### config.mk
export PLATFORM = sky130hd
export DESIGN_NAME = e203_eai_csr_slv
export DESIGN_NICKNAME = d
export VERILOG_FILES = /design/src/rtl/e203_eai_csr_slv.sv
export SDC_FILE = /design/constraint.sdc
export NUM_CORES = 1
export LEC_CHECK = 0
export ABC_AREA = 1
export BUFFER_PORTS_ARGS = -buffer_cell sky130_fd_sc_hd__buf_4
export CORE_ASPECT_RATIO = 1.75
export CORE_UTILIZATION = 57
export DETAILED_ROUTE_END_ITERATION = 7
export PLACE_DENSITY = 0.78
export SLEW_MARGIN = 10
export SYNTH_ARGS = -nofsm -noshare
export SYNTH_HDL_FRONTEND = slang
export SYNTH_SLANG_ARGS = --single-unit
### constraint.sdc
create_clock -name clk -period 9.6 [get_ports clk]
set_clock_uncertainty 0.2 [all_clocks]
set_input_delay 0.96 -clock clk [delete_from_list [all_inputs] [get_ports clk]]
set_output_delay 0.96 -clock clk [all_outputs]
set_load 0.005 [all_outputs]
### src/rtl/e203_eai_csr_slv.sv
// EAI CSR responder: control, scratch, 64-bit cycle counter, multi-cycle accumulator
// and a saturating counter of accesses that hit no register.
module e203_eai_csr_slv #(
    parameter int unsigned ACC_LAT = 3,
    parameter int unsigned XLEN    = 32
) (
    input  logic            clk,
    input  logic            rst,
    input  logic            cfg_xs_off,
    output logic            eai_xs_off,
    input  logic            eai_csr_valid,
    output logic            eai_csr_ready,
    input  logic [11:0]     eai_csr_addr,
    input  logic            eai_csr_wr,
    input  logic [XLEN-1:0] eai_csr_wdata,
    output logic [XLEN-1:0] eai_csr_rdata,
    output logic            acc_busy
);

    typedef enum logic {IDLE, BUSY} state_e;

    localparam logic [7:0] A_ECTL    = 8'h00;
    localparam logic [7:0] A_SCR0    = 8'h02;
    localparam logic [7:0] A_SCR1    = 8'h03;
    localparam logic [7:0] A_SCR2    = 8'h04;
    localparam logic [7:0] A_SCR3    = 8'h05;
    localparam logic [7:0] A_ECYCLE  = 8'h08;
    localparam logic [7:0] A_ECYCLEH = 8'h09;
    localparam logic [7:0] A_EACC    = 8'h0A;
    localparam logic [7:0] A_ERRCNT  = 8'h0B;

    localparam logic [3:0] CNT_INIT = 4'(ACC_LAT - 1);

    state_e            state_q, state_d;
    logic [3:0]        cnt_q, cnt_d;
    logic [XLEN-1:0]   addend_q, addend_d;
    logic [XLEN-1:0]   acc_q, acc_d;
    logic              cnt_en_q, cnt_en_d;
    logic [XLEN-1:0]   scr_q [4];
    logic [XLEN-1:0]   scr_d [4];
    logic [63:0]       cyc_q, cyc_d;
    logic [XLEN-1:0]   errcnt_q, errcnt_d;
    logic              xs_off_q;

    logic [7:0] idx;
    logic       hs;
    logic       wr_hs;
    logic       mapped;

    assign idx   = eai_csr_addr[7:0];
    assign hs    = eai_csr_valid & eai_csr_ready;
    assign wr_hs = hs & eai_csr_wr;

    // Ready is a pure function of state so the initiator never sees a comb loop.
    assign eai_csr_ready = (state_q == IDLE);
    assign acc_busy      = (state_q == BUSY);
    assign eai_xs_off    = xs_off_q;

    always_comb begin
        // NOTE: every output of a combinational block gets a default first, otherwise a latch is inferred.
        mapped = 1'b0;
        if (eai_csr_addr[11:8] == 4'hE) begin
            case (idx)
                A_ECTL, A_SCR0, A_SCR1, A_SCR2, A_SCR3,
                A_ECYCLE, A_ECYCLEH, A_EACC, A_ERRCNT: mapped = 1'b1;
                default:                               mapped = 1'b0;
            endcase
        end
    end

    always_comb begin
        eai_csr_rdata = '0;
        if (eai_csr_valid && mapped) begin
            case (idx)
                A_ECTL:    eai_csr_rdata = {{(XLEN-1){1'b0}}, cnt_en_q};
                A_SCR0:    eai_csr_rdata = scr_q[0];
                A_SCR1:    eai_csr_rdata = scr_q[1];
                A_SCR2:    eai_csr_rdata = scr_q[2];
                A_SCR3:    eai_csr_rdata = scr_q[3];
                A_ECYCLE:  eai_csr_rdata = cyc_q[31:0];
                A_ECYCLEH: eai_csr_rdata = cyc_q[63:32];
                A_EACC:    eai_csr_rdata = acc_q;
                A_ERRCNT:  eai_csr_rdata = errcnt_q;
                default:   eai_csr_rdata = '0;
            endcase
        end
    end

    always_comb begin
        state_d  = state_q;
        cnt_d    = cnt_q;
        addend_d = addend_q;
        acc_d    = acc_q;
        cnt_en_d = cnt_en_q;
        scr_d    = scr_q;
        cyc_d    = cyc_q;
        errcnt_d = errcnt_q;

        if (cnt_en_q) cyc_d = cyc_q + 64'd1;

        // A half-load replaces the increment entirely: no carry into the other half.
        if (wr_hs && mapped) begin
            case (idx)
                A_ECTL:    cnt_en_d = eai_csr_wdata[0];
                A_SCR0:    scr_d[0] = eai_csr_wdata;
                A_SCR1:    scr_d[1] = eai_csr_wdata;
                A_SCR2:    scr_d[2] = eai_csr_wdata;
                A_SCR3:    scr_d[3] = eai_csr_wdata;
                A_ECYCLE:  cyc_d    = {cyc_q[63:32], eai_csr_wdata};
                A_ECYCLEH: cyc_d    = {eai_csr_wdata, cyc_q[31:0]};
                default:   ;
            endcase
        end

        if (hs && !mapped && (errcnt_q != '1)) errcnt_d = errcnt_q + 1'b1;

        case (state_q)
            IDLE: begin
                if (wr_hs && mapped && (idx == A_EACC)) begin
                    addend_d = eai_csr_wdata;
                    cnt_d    = CNT_INIT;
                    state_d  = BUSY;
                end
            end
            BUSY: begin
                if (cnt_q == '0) begin
                    acc_d   = acc_q + addend_q;
                    state_d = IDLE;
                end else begin
                    cnt_d = cnt_q - 4'd1;
                end
            end
            default: state_d = IDLE;
        endcase
    end

    always_ff @(posedge clk or posedge rst) begin
        if (rst) begin
            state_q  <= IDLE;
            cnt_q    <= '0;
            addend_q <= '0;
            acc_q    <= '0;
            cnt_en_q <= 1'b0;
            // NOTE: the scratch file is architecturally visible after reset, so each entry is cleared.
            for (int i = 0; i < 4; i++) scr_q[i] <= '0;
            cyc_q    <= '0;
            errcnt_q <= '0;
            xs_off_q <= 1'b1;
        end else begin
            // NOTE: sequential state uses non-blocking assignments so all registers update together.
            state_q  <= state_d;
            cnt_q    <= cnt_d;
            addend_q <= addend_d;
            acc_q    <= acc_d;
            cnt_en_q <= cnt_en_d;
            for (int i = 0; i < 4; i++) scr_q[i] <= scr_d[i];
            cyc_q    <= cyc_d;
            errcnt_q <= errcnt_d;
            xs_off_q <= cfg_xs_off;
        end
    end

endmodule

==> results_tabular.tex <==
\begin{tabular}{lr}
\hline
Metric & Value \\
\hline
\multicolumn{2}{l}{\textbf{Finish}} \\
Fill cell total of the finished layout & between 3000 and 4000 \\
Area added between synthesis and finish & 9.97\% \\
Commonest non-fill, non-tap cell in the layout & nand2\_1 \\
Fin cells & 3169 \\
Antenna cell count & 0 \\
Commonest non-fill, non-tap cells in the layout & nand2\_1 (848), inv\_1 (322), dfrtp\_1 (294) \\
Fraction of final layout cells with drive strength greater than 1 & 0.0798 \\
Final non-filler cell area & 20500 um\^{}2 \\
Final net count & 2831 \\
Seq. cell area & between 7000 and 8000 um\^{}2 \\
Multi-input logic area & 9520 um\^{}2 \\
\multicolumn{2}{l}{\textbf{Power and ir drop}} \\
Total net switching power & $\sim$700 uW \\
Ratio of total power to cell area & around 130 nW/um\^{}2 \\
LEAKAGE & $\sim$10 nW \\
Worst VDD drop & about 0.16 mV \\
Relative contribution of the clock network to total power & 0.454 \\
Internal power of the cells & between 2 and 2.5 mW \\
Sequential group share of total power & 0.479 \\
Share of total power consumed by net switching & 0.256 \\
Part of the total power dissipated in combinational logic & 0.067 \\
\multicolumn{2}{l}{\textbf{Synth}} \\
Post-synthesis instance area & 18600 um\^{}2 \\
Number of synthesized flops with an enable pin & 0 \\
Sequential share of the synthesized area & 0.397 \\
Yosys warns & 0 \\
Async S/R FF share, synth & 1.00 \\
Synth Net Count & $\sim$2800 \\
Post-synthesis register bit count & 295 \\
Commonest register cell after synthesis & dfrtp\_1 \\
Distinct cells, synth & 47 \\
Mapped Cells & between 2000 and 3000 \\
Syn Area/Cell & between 6 and 7 um\^{}2 \\
\multicolumn{2}{l}{\textbf{STA}} \\
RSZ-0062 raised after global routing & no \\
FMAX & 0.221 GHz \\
Final Hold Vio Count & 0 \\
Endpoints failing setup & 0 \\
Period utilization & 0.472 \\
Total negative slack & 0 ps \\
Number of max-slew violations in the final report & 0 \\
Worst Tran Pin Value & between 1000 and 1500 ps \\
Relative max-transition margin & 0.253 \\
Post-layout minimum cycle time & 4530 ps \\
\multicolumn{2}{l}{\textbf{Die}} \\
Starting Density & 0.577 \\
Core region area & $\sim$32000 um\^{}2 \\
Boundary pin count & 84 \\
Area enclosed by the die boundary & 33400 um\^{}2 \\
Floorplan row count & just under 90 \\
Die span in x & between 100 and 150 um \\
Floorplan die height & 241 um \\
\multicolumn{2}{l}{\textbf{Routing}} \\
Drt first-iter violations & 1797 \\
DRC & 0 \\
Post-Route WL & 69200 um \\
First drt pass iteration count & 6 \\
Vias/cell & between 5 and 6 \\
Number of nets with antenna violations after detailed routing & 0 \\
Vias post-DR & 18830 \\
WL/cell & about 22 um \\
\multicolumn{2}{l}{\textbf{Worst setup path}} \\
Critical Path Max Stage Delay & slightly below 800 ps \\
Cell at the slowest stage of the critical path & nor2\_1 \\
Kind of end point of the critical path & primary output \\
Most prevalent standard cell on the critical path & buf\_4 \\
Critical path start-end classification & in -> out \\
Startpoint type of the worst setup path & primary input \\
Critical path fanouts, max & 28 \\
Crit path max-delay family & simple AND/OR/NAND/NOR gates \\
Data required time at the worst endpoint & 8440 ps \\
Worst EP arrival & 3370 ps \\
CP Launch Point & eai\_csr\_addr[0] \\
CP Cell Sequence & buf\_4 > inv\_1 > nand2\_1 > nor2\_1 > nand2\_1 > buf\_4 > o21ai\_0 > nor2\_1 > a21oi\_1 > buf\_4 \\
FF-to-FF Start & acc\_busy \\
Buffers and inverters on the worst path & 4 \\
\multicolumn{2}{l}{\textbf{GRT}} \\
All-Layer GR Usage & 0.422 \\
Number of global-route vias before repair & 18432 \\
Wire length of the first global-routing pass & between 100000 and 150000 um \\
Antenna violations before repair & 0 \\
Largest net degree at the start of global routing & 87 \\
Total global routing overflow & 0 \\
\multicolumn{2}{l}{\textbf{Min path}} \\
Worst hold path type & in -> async \\
\multicolumn{2}{l}{\textbf{CTS}} \\
Post-CTS setup repair buffer count & 0 \\
Sinks on Clock Net & just under 300 \\
Clock input transition at the sequential cells of the worst setup and hold paths & roughly 70 ps \\
Clock latency of the later-clocked register in the worst-skew pair & around 590 ps \\
Buffer depth of the longest clock path & 3 \\
Clock root buffer master & clkbuf\_16 \\
Number of buffers inserted during clock tree synthesis & 29 \\
Post-cts hold buffer count & 0 \\
CTS-repair resized insts & 0 \\
\# H-tree levels & 1 \\
CTS tree & done \\
\multicolumn{2}{l}{\textbf{Place}} \\
Placed Cells incl. Taps & about 3100 \\
Sum of net half-perimeters after detailed placement & 52300 um \\
Buffers on Ports & 83 \\
Routability congestion estimate from global placement & between 1 and 1.5 \\
Post-Place Cell Area & a little under 20000 um\^{}2 \\
\multicolumn{2}{l}{\textbf{Job}} \\
Max cap viols & 0 \\
\multicolumn{2}{l}{\textbf{Run status}} \\
Outcome & complete, no violations \\
\hline
\end{tabular}
## routing by layer
layer,wire length [um],vias to the layer above,track usage
li1,-,8812,-
met2,34000,906,0.734
met4,5940,0,0.338
met5,0,-,0
met3,4990,273,0.0645
met1,24300,8839,0.461
## worst paths after layout
path	endpoint	slack (ps)	cells after the start
setup / recovery	eai_csr_rdata[25]	5070	10
hold / removal	acc_q[3]	230	2
setup reg to reg	cyc_q[14]	6520	12
hold reg to reg	addend_q[11]	290	2
max in group asynchronous	cyc_q[22]	6700	4
min in group clk	eai_xs_off	280	1
## power by group through the flow
stage / logic (mW) / clock network [mW] / registers [mW]
after floorplan: 0.105 / 0 / 1.32
final: 0.183 / 1.25 / 1.32
after global routing: 0.200 / 1.30 / 1.32
after global placement: 0.175 / 0 / 1.34
after CTS: 0.180 / 1.26 / 1.32
after detailed placement: 0.180 / 0 / 1.34
## flip-flops by register name, summed over array words and instances (netlist names)
name / cells
errcnt_q: 32
eai_xs_off: 1
scr_q: 128
cyc_q: 64
cnt_q: 4
addend_q: 32
acc_q: 32
acc_busy: 1
cnt_en_q: 1
## synth_stat cells (34+ instances only)
cell type	count	share of area
nand2_1	849	0.17
inv_1	323	0.065
dfrtp_1	294	0.40
nor2_1	251	0.051
o21ai_0	241	0.065
nand3_1	186	0.050
a21oi_1	94	0.025
nor3_1	52	0.014
o22ai_1	52	0.017
buf_2	47	0.013
nand4_1	44	0.015
xor2_1	39	0.018
clkbuf_1	37	0.0075
ha_1	34	0.023
## cell type report
cell class              count  share of cell area
multi-input cells        1986               0.466
flip-flops and latches    295               0.361
inverters                 333              0.0615
clock buffers              36              0.0387
repair buffers            102              0.0374
well taps                 400              0.0245
clock inverters            17              0.0115
## per-stage QoR
| step | worst slack, ps | power [mW] | hold slack (ps) | utilization |
|---|---|---|---|---|
| final | 5070 | 2.75 | 231 | 0.635 |
| after detailed placement | 5170 | 1.52 | 275 | 0.603 |
| after CTS | 5160 | 2.75 | 275 | 0.635 |
| after floorplan | 294 | 1.43 | 253 | - |
| after global routing | 4800 | 2.82 | 281 | 0.635 |
| after global placement | 5320 | 1.51 | 268 | 0.603 |
## kinds of logic after synthesis
family | synth area share
xor+xnor | 0.0240
flops | 0.397
buf+inv | 0.0922
compound gates | 0.126
mux | 0.00908
simple gates | 0.328
fa+ha+maj | 0.0239
(Power assumes the default switching activity.)
